File: config.mk
export PLATFORM = sky130hd
export DESIGN_NAME = imem_loader
export DESIGN_NICKNAME = d
export VERILOG_FILES = /design/src/rtl/imem_loader.sv
export SDC_FILE = /design/constraint.sdc
export NUM_CORES = 1
export LEC_CHECK = 0
export ABC_AREA = 0
export CAP_MARGIN = 10
export CORE_MARGIN = 5
export CORE_UTILIZATION = 50
export DETAILED_ROUTE_END_ITERATION = 6
export MAX_ROUTING_LAYER = met4
export PLACE_DENSITY = 0.73
export SLEW_MARGIN = 10
export SYNTH_ARGS = -nofsm -noshare
export SYNTH_HDL_FRONTEND = slang
export SYNTH_SLANG_ARGS = --single-unit
File: constraint.sdc
create_clock -name clk -period 3.55 [get_ports clk]
set_input_delay 0.71 -clock clk [delete_from_list [all_inputs] [get_ports clk]]
set_output_delay 0.71 -clock clk [all_outputs]
set_load 0.02 [all_outputs]
File: src/rtl/imem_loader.sv
// -----------------------------------------------------------------------------
// imem_loader
//   Writer side of the instruction-memory interface. Takes a program image as a
//   UART byte stream, assembles big-endian 32-bit words and writes them
//   sequentially into the instruction RAM. The CPU is held in reset while the
//   image is loading. A trailing XOR checksum decides between done and error.
//
//   Frame: CNT_HI, CNT_LO (16-bit word count N, big-endian),
//          N x 4 data bytes (each word big-endian), 1 checksum byte
//          (XOR of all data bytes; count bytes are not included).
//
// Ports
//   clk        system clock, rising edge
//   reset      asynchronous active-low reset
//   load_req   one-cycle start pulse, honoured only in IDLE
//   rx_data    received byte
//   rx_valid   one-cycle strobe qualifying rx_data
//   wr_en      instruction RAM write strobe, one cycle per word
//   wr_addr    word address being written
//   wr_data    instruction word being written
//   cpu_hold   keeps the CPU/PC in reset while high
//   load_done  one-cycle pulse on successful completion
//   load_err   sticky error flag, cleared by the next accepted load_req
//   busy       high in every state except IDLE
// -----------------------------------------------------------------------------
module imem_loader #(
    parameter int Inst_Num     = 150,
    parameter int Inst_Num_BIT = 8
) (
    input  logic                    clk,
    input  logic                    reset,
    input  logic                    load_req,
    input  logic [7:0]              rx_data,
    input  logic                    rx_valid,
    output logic                    wr_en,
    output logic [Inst_Num_BIT-1:0] wr_addr,
    output logic [31:0]             wr_data,
    output logic                    cpu_hold,
    output logic                    load_done,
    output logic                    load_err,
    output logic                    busy
);

    typedef enum logic [2:0] {
        S_IDLE,
        S_CNT_HI,
        S_CNT_LO,
        S_DATA,
        S_WRITE,
        S_CHECK,
        S_DONE,
        S_ERR
    } state_t;

    state_t      state_q, state_d;
    logic [15:0] word_cnt;
    logic [1:0]  byte_idx;
    logic [7:0]  csum;
    logic [23:0] word_sr;   // first three bytes of the word being assembled

    logic [15:0] cnt_next;
    logic        cnt_bad;
    logic        last_word;

    // Count as it will be once the low byte lands; judged in the same cycle.
    assign cnt_next  = {word_cnt[15:8], rx_data};
    assign cnt_bad   = (cnt_next == 16'd0) || (cnt_next > 16'(Inst_Num));
    // 16-bit compare so an address can never be mistaken for N-1 by truncation.
    assign last_word = (16'(wr_addr) == (word_cnt - 16'd1));

    // ------------------------------------------------------------------ state
    always_ff @(posedge clk or negedge reset) begin
        if (!reset) state_q <= S_IDLE;
        else        state_q <= state_d;
    end

    always_comb begin
        state_d = state_q;
        case (state_q)
            S_IDLE:   if (load_req) state_d = S_CNT_HI;
            S_CNT_HI: if (rx_valid) state_d = S_CNT_LO;
            S_CNT_LO: if (rx_valid) state_d = cnt_bad ? S_ERR : S_DATA;
            S_DATA:   if (rx_valid && byte_idx == 2'd3) state_d = S_WRITE;
            S_WRITE:  state_d = last_word ? S_CHECK : S_DATA;
            S_CHECK:  if (rx_valid) state_d = (rx_data == csum) ? S_DONE : S_ERR;
            S_DONE:   state_d = S_IDLE;
            S_ERR:    state_d = S_IDLE;
            default:  state_d = S_IDLE;
        endcase
    end

    // --------------------------------------------------------------- datapath
    always_ff @(posedge clk or negedge reset) begin
        if (!reset) begin
            word_cnt <= '0;
            byte_idx <= '0;
            csum     <= '0;
            word_sr  <= '0;
            wr_addr  <= '0;
            wr_data  <= '0;
            load_err <= 1'b0;
        end else begin
            case (state_q)
                S_IDLE: begin
                    if (load_req) begin
                        load_err <= 1'b0;
                        csum     <= '0;
                        wr_addr  <= '0;
                        byte_idx <= '0;
                    end
                end
                S_CNT_HI: if (rx_valid) word_cnt[15:8] <= rx_data;
                S_CNT_LO: begin
                    if (rx_valid) begin
                        word_cnt[7:0] <= rx_data;
                        byte_idx      <= '0;
                    end
                end
                S_DATA: begin
                    if (rx_valid) begin
                        csum     <= csum ^ rx_data;
                        // 2-bit index wraps to 0 after the 4th byte, ready for the next word.
                        byte_idx <= byte_idx + 2'd1;
                        // wr_data is only loaded when the word is complete so it
                        // stays stable outside WRITE.
                        if (byte_idx == 2'd3) wr_data <= {word_sr, rx_data};
                        else                  word_sr <= {word_sr[15:0], rx_data};
                    end
                end
                S_WRITE: begin
                    if (!last_word) wr_addr <= wr_addr + 1'b1;
                end
                S_ERR:   load_err <= 1'b1;
                default: ;
            endcase
        end
    end

    // ---------------------------------------------------------------- outputs
    assign wr_en     = (state_q == S_WRITE);
    assign load_done = (state_q == S_DONE);
    assign busy      = (state_q != S_IDLE);
    assign cpu_hold  = (state_q == S_CNT_HI) || (state_q == S_CNT_LO) ||
                       (state_q == S_DATA)   || (state_q == S_WRITE)  ||
                       (state_q == S_CHECK);

endmodule

Yosys cells after proc, flatten, opt, wreduce, memory -nomap -nowiden

Index checks and enable logic that the tools add are counted.
W data, S select, Z words.

Add/sub/neg operators: 3
Multiply operators: 0
Divide/modulo/power cells: 0
$lt $le $gt $ge: 1
Eq/ne operators: 17
Shift operators: 0
Muxes and demuxes: 20
Bitwise logic cells: 2
Reduce and logical (&&, ||, !) cells: 23

Operator list:

| cell                    | count |
|---|---|
| $pmux W8 S2             | 2 |
| $mux W8                 | 3 |
| $mux W3                 | 7 |
| $pmux W3 S7             | 1 |
| $eq A8 B16 Y1           | 1 |
| $gt A16 B8 Y1 const B   | 1 |
| $logic_not A16 Y1       | 1 |
| $sub A16 B1 Y16 const B | 1 |
| $ne A2 B2 Y1 const B    | 7 |
| $eq A3 B3 Y1 const B    | 4 |
| $reduce_and A3 Y1       | 4 |
| $add A8 B1 Y8 const B   | 1 |
| $eq A8 B8 Y1            | 1 |
| $xor A8 B8 Y8           | 1 |
| $eq A3 B2 Y1 const B    | 2 |
| $mux W2                 | 3 |
| $pmux W2 S3             | 1 |
| $reduce_and A2 Y1       | 3 |
| $reduce_bool A2 Y1      | 3 |
| $reduce_bool A3 Y1      | 2 |
| $logic_or A1 B1 Y1      | 5 |
| $reduce_and A5 Y1       | 1 |
| $reduce_and A4 Y1       | 1 |
| $eq A3 B1 Y1 const B    | 1 |
| other kinds (8)         | 9 |

Bits in registers: 94
Bits in latches: 0
RAM bits: 0
Memory bits (read-only): 0
Input bits: 12
Output and inout port bits: 45
Word-level logic and storage cells: 75
Memories kept: 0

Logic depth before layout (Yosys ltp)

Gate-level depths: netlist of run 1.

Depth after elaboration: 5
Depth in mapped cells: 11
Depth with buffers taken out: 9

Least setup slack after synthesis of run 1

No wires, ideal clock.

Kind: reg-to-reg
Start: reg word_cnt[0]
End: reg wr_addr[7]
Library setup time: 73 ps
Arrival time: 2467 ps
Data required time: 3477 ps
Setup slack: 1010 ps
Stages on the path, launching flop included: 12
Path buffers: 2
Period minus slack after synthesis: 2540 ps
Cell sequence: dfrtp_1 -> inv_1 -> ha_1 -> buf_2 -> nor4b_4 -> a31oi_1 -> and4b_1 -> nand3_1 -> or4_1 -> buf_2 -> a31o_1 -> a21oi_2

Word-level cells in the longest chain between the ends: 4

RTL lines:

| what                               | line | RTL |
|---|---|---|
| from (decl)                        | 56   | `logic [15:0] word_cnt;` |
| from (signal assigned)             | 115  | `word_cnt[7:0] <= rx_data;` |
| $sub A16 B1 Y16                    | 69   | `assign last_word = (16'(wr_addr) == (word_cnt - 16'd1));` |
| $eq A8 B16 Y1                      | 69   |  |
| $ne A2 B2 Y1 (no source line)      | n/a  |  |
| $reduce_and A3 Y1 (no source line) | n/a  |  |
| to (signal assigned)               | 131  | `if (!last_word) wr_addr <= wr_addr + 1'b1;` |
| to (decl)                          | 36   | `output logic [Inst_Num_BIT-1:0] wr_addr,` |

No other way between the ends.
A chain may end at the register's enable or synchronous reset.

Worst setup path in the final report of run 1

Ends and elaborated chain as after synthesis.

==> results of run 1 <==
## synthesized netlist by cell type (3+ instances only)
cell type	number
dfrtp_1	94
mux2_2	67
nand2_1	41
o21ai_0	27
clkbuf_1	15
nor2_1	15
a21oi_1	14
inv_1	12
nor3_1	12
xnor2_1	11
nand3_1	6
nand4_1	6
buf_1	5
nor4_1	5
xor2_1	5
buf_2	4
nor2b_1	4
nor3b_1	4
a211oi_1	3
a31o_2	3
a31oi_1	3
and2_1	3
ha_1	3
mux2i_1	3
nand2b_1	3
## routing by layer
layer	up-vias	wire length, um	share of wire, %
met5	-	0	0
met4	0	98	1.0
met3	8	481	5.0
met2	82	4530	47
met1	1576	4510	47
li1	1543	-	-
## critical path, delay by kind of cell (launching register included)
family / cells / cell delay [ns]
XOR/XNOR: 1 / 0.21
buffers and inverters: 1 / 0.10
AND/OR/NAND/NOR: 4 / 1.31
AO/OA/AOI/OAI: 2 / 0.38
flip-flops: 1 / 0.45
adder cells (fa/ha/maj): 1 / 0.34
## per-stage QoR
stage          power [mW]  setup slack, ns
2_1_floorplan        3.23             1.01
3_3_place_gp         3.86            0.841
3_5_place_dp         3.94            0.726
4_1_cts              4.69            0.704
5_1_grt              5.00            0.430
6_report             4.65            0.703
## cell type report
cell class              instances  area, um^2
fillers                       697        3400
flip-flops and latches         94        2350
multi-input cells             273        2040
repair buffers                 64         631
well taps                     108         135
clock buffers                  10         128
clock inverters                 6        77.6
inverters                      12        45.0
## where the power goes
part | leakage, nW | switching [mW] | internal (mW)
combinational | 1.04 | 0.949 | 1.00
clock | 0.101 | 0.392 | 0.339
sequential | 1.21 | 0.446 | 1.52
## cells by family after synthesis
kind of cell / count (synthesis) / synth area share (%)
muxes: 70 / 17.3
and+or+nand+nor: 114 / 13.1
xor gates and xnor gates: 17 / 3.61
buffers and inverters: 37 / 3.33
DFF: 94 / 51.8
AOI/OAI and AO/OA: 69 / 10.1
adders and majority gates: 3 / 0.826
## worst paths after layout
kind,startpoint,end,cells past startpoint
max,word_cnt[0],wr_addr[7],9
min,reset,wr_addr[5],1
max reg2reg,word_cnt[0],wr_addr[7],9
min reg2reg,byte_idx[0],byte_idx[0],1
max in group asynchronous,reset,csum[0],2
min in group clk,byte_idx[0],byte_idx[0],1
## registers in the layout (all words and copies together), names as in the netlist
name	count
wr_data	32
word_sr	24
word_cnt	16
csum	8
wr_addr	8
state_q	3
byte_idx	2
load_err	1
==> flow_summary.yaml, run 1 <==
status:
  status: "finished, final reports clean"
detailed_routing:
  drt_wl_total_um: 9620
  num_vias: 3209
  drtPass1Iterations: 4
  viasPerCell: 5.66
  wire_per_inst_um: 17.0
  ant_nets: 0
  drt-initial-drc-count: 176
  drcViolationCount: 0
timing:
  timing.final.max_slew_violations: 0
  setup_tns_ns: 0
  period_minus_slack_ns: 2.85
  worstMarginPinSlew_ns: 0.630
  finalHoldViolCount: 0
  clock.fmax_mhz: 351
  whs_ns: 0.304
  maxSlewHeadroom_pct: 57.6
  rsz0062_at_grt: "no"
  period_share_pct: 80.2
  fin_skew_ns: 0.0111
  finalSetupViolCount: 0
grt:
  antenna_found_initial: 0
  first_global_vias: 3346
  grt_util_met3_pct: 3.79
  grt_pass1_wl_um: 16700
  grtUsageMet1_pct: 26.4
  top_usage_layer: "met2"
  grt.total_usage_pct: 19.1
  grt_overflow: 0
  grt_max_degree: 57
  use_met2_pct: 28.2
die:
  io_pins: 57
  num_rows: 34
  core_area_um2: 8810
  start_util_pct: 51.6
  fp.dieW_um: 105
  dieArea_um2: 11100
  die_y_um: 105
placement:
  dpl_cell_area_um2: 5200
  placed_cells: 551
  hpwl_um: 6780
  port_buffers: 56
  gp_congestion: 0.882
pwr:
  ir_drop_uv: 370
  powerDensity_nw_per_um2: 859
  power.leakage_nw: 2.35
cts:
  cts_resized: 0
  h-tree-depth: 3
  clockRootBuffer: "clkbuf_8"
  ctsLongestPathBuffers: 2
  cts_tree: "built"
  clk_pin_slew_ns: 0.09
  insertion_delay_ns: 0.37
  cts_buffers: 9
  postCtsSetupBuffers: 0
  cts_hold_buf: 0
  cts.sinks: 94
synth:
  syn_area_per_cell_um2: 11.2
  synth_nets: 419
  synthCells: 404
  synth_top_area_share_pct: 51.8
  synth_cell_type_count: 54
  synth_flop_cell: "dfrtp_1"
  yosysSeqAreaShare_pct: 51.8
  synth.area.top_cells: "dfrtp_1 52%, mux2_2 17%, nand2_1 3.4%"
  synthArstFlopShare_pct: 100
  synth_top_area_cell: "dfrtp_1"
  ys_ff_latch: 94
  synth-edff-count: 0
  syn_area_um2: 4540
  yosys_warnings: 0
critical_path:
  crit_fanout: 8
  arrival_ns: 3.15
  cp.required_ns: 3.85
  criticalPathCategory: "reg2reg"
  end_kind: "register"
  r2r_slack_ns: 0.70
  crit_slowest_cell: "or4_1"
  cp_cell_sequence: "inv_1, ha_1, nor4b_4, nand4_1, xor2_1, nand3_1, or4_1, a31o_1, a21oi_2"
  critPathMaxStageDelay_ns: 0.65
  worstSetupStartpointType: "register"
cells_and_area:
  instances_no_fill: 567
  layout_common_cells: "94 x dfrtp_1, 67 x mux2_2, 55 x clkdlybuf4s50_1"
  fin_nets: 469
  utilization_pct: 61.4
  antenna_cells: 0
  final_common_cell: "dfrtp_1"
  finalInstanceArea_um2: 5410
  drive_gt1_share_pct: 22.7
  area_growth_pct: 19.1
hold_path:
  hold_path.class: "in2async"
run:
  max-cap-violations: 0
Note: power is estimated with default switching activity, not from simulation.
==> run 2, diff against run 1 <==
==> constraint.sdc (replaced) <==
create_clock -name clk -period 2.8 [get_ports clk]
set_input_delay 0.56 -clock clk [delete_from_list [all_inputs] [get_ports clk]]
set_output_delay 0.56 -clock clk [all_outputs]
set_load 0.02 [all_outputs]
==> flow_summary.yaml, run 2 (synthesis results as in run 1) <==
timing:
  clock.fmax_mhz: 383
  rsz0062_at_grt: "no"
  whs_ns: 0.162
  timing.final.max_slew_violations: 0
  fin_skew_ns: 0.0114
  period_share_pct: 93.1
  worstMarginPinSlew_ns: 0.529
  maxSlewHeadroom_pct: 64.7
  worst_slack_ns: 0.192
  finalSetupViolCount: 0
  setup_tns_ns: 0
  period_minus_slack_ns: 2.61
  finalHoldViolCount: 0
cts:
  cts_hold_buf: 0
  cts.sinks: 94
  insertion_delay_ns: 0.36
  cts_resized: 1
  postCtsSetupBuffers: 0
  clk_pin_slew_ns: 0.09
  clockRootBuffer: "clkbuf_8"
  ctsLongestPathBuffers: 2
  cts_tree: "built"
  h-tree-depth: 3
  cts_buffers: 9
placement:
  dp_slack_ns: -0.0282
  dpl_cell_area_um2: 5260
  hpwl_um: 6870
  placed_cells: 558
  port_buffers: 56
  gp_congestion: 0.910
die:
  start_util_pct: 51.6
  core_area_um2: 8810
  dieArea_um2: 11100
  io_pins: 57
  num_rows: 34
  die_y_um: 105
  fp.dieW_um: 105
detailed_routing:
  drtPass1Iterations: 4
  drt-initial-drc-count: 171
  num_vias: 3263
  wire_per_inst_um: 16.8
  drt_wl_total_um: 9660
  drcViolationCount: 0
  viasPerCell: 5.68
  ant_nets: 0
pwr:
  powerDensity_nw_per_um2: 1090
  power.leakage_nw: 2.39
  total_power_mw: 5.94
  ir_drop_uv: 531
critical_path:
  crit_fanout: 8
  path_delay_family: "simple AND/OR/NAND/NOR gates"
  cp_cell_sequence: "inv_1, ha_4, nor4b_4, a31oi_1, and4b_1, nand3_1, or4_4, a31o_1, a21oi_2"
  criticalPathCategory: "reg2reg"
  rr_worst_depth: 9
  cp.depth: 9
  crit_slowest_cell: "or4_4"
  worstSetupStartpointType: "register"
  arrival_ns: 2.90
  crit_start: "word_cnt[1]"
  r2r_slack_ns: 0.19
  cp_num_buf_inv: 1
  cp-endpoint: "wr_addr[7]"
  cp.required_ns: 3.09
  r2r-end: "wr_addr[7]"
  regToRegStartpoint: "word_cnt[1]"
  critPathMaxStageDelay_ns: 0.60
  end_kind: "register"
cells_and_area:
  antenna_cells: 0
  largest_reg_flops: 32
  drive_gt1_share_pct: 24.2
  finalInstanceArea_um2: 5470
  fill_cells: 700
  final_common_cell: "dfrtp_1"
  instances_no_fill: 574
  area_growth_pct: 20.4
  utilization_pct: 62.1
  top_register: "wr_data"
  fin_nets: 476
  reg_top3: "wr_data: 32 flops, word_sr: 24 flops, word_cnt: 16 flops"
  layout_common_cells: "94 x dfrtp_1, 67 x mux2_2, 55 x clkdlybuf4s50_1"
grt:
  grt_overflow: 0
  grt.total_usage_pct: 18.9
  antenna_found_initial: 0
  grt_pass1_wl_um: 16800
  grt_max_degree: 58
  first_global_vias: 3321
status:
  status: "finished, final reports clean"
hold_path:
  hold_path.class: "in2async"
run:
  max-cap-violations: 0
run 2: final cells by class:
type	count	area, um^2	area share [%]
Clock buffer	10	128	2.33
Clock inverter	6	68.8	1.26
Inverter	12	45.0	0.823
Multi-Input combinational cell	273	2060	37.6
Sequential cell	94	2350	43.0
Tap cell	108	135	2.47
Timing Repair Buffer	71	683	12.5
run 2: how the worst min path moves through the flow:
| stage | from | slack, ns | depth (start not counted) | end |
|---|---|---|---|---|
| after floorplan | reset | 0.26 | 0 | byte_idx[0] |
| after global placement | byte_idx[0] | 0.47 | 1 | byte_idx[0] |
| after detailed placement | byte_idx[0] | 0.49 | 1 | byte_idx[0] |
| after CTS | reset | 0.17 | 1 | wr_addr[2] |
| after global routing | reset | 0.19 | 1 | wr_addr[7] |
| final | reset | 0.16 | 1 | wr_addr[7] |
run 2: power by group:
group / leakage (nW) / switching [mW] / internal (mW)
logic: 1.08 / 1.24 / 1.32
clock network: 0.103 / 0.492 / 0.423
registers: 1.21 / 0.542 / 1.93
total: 2.39 / 2.27 / 3.67
run 2: worst reg2reg max path, delay by kind of cell, from the launching register on:
family          cells  cell delay, ns
compound gates      3            0.50
fa+ha+maj           1            0.19
buf+inv             1            0.12
flops               1            0.43
simple gates        4            1.30
run 2: per-layer routing:
layer / track usage, % / share of wire (%) / vias to the layer above
met2: 26.9 / 46 / 72
met1: 26.4 / 48 / 1635
met3: 5.68 / 5.1 / 7
li1: - / - / 1549
met4: 5.25 / 0.77 / 0
met5: - / 0 / -
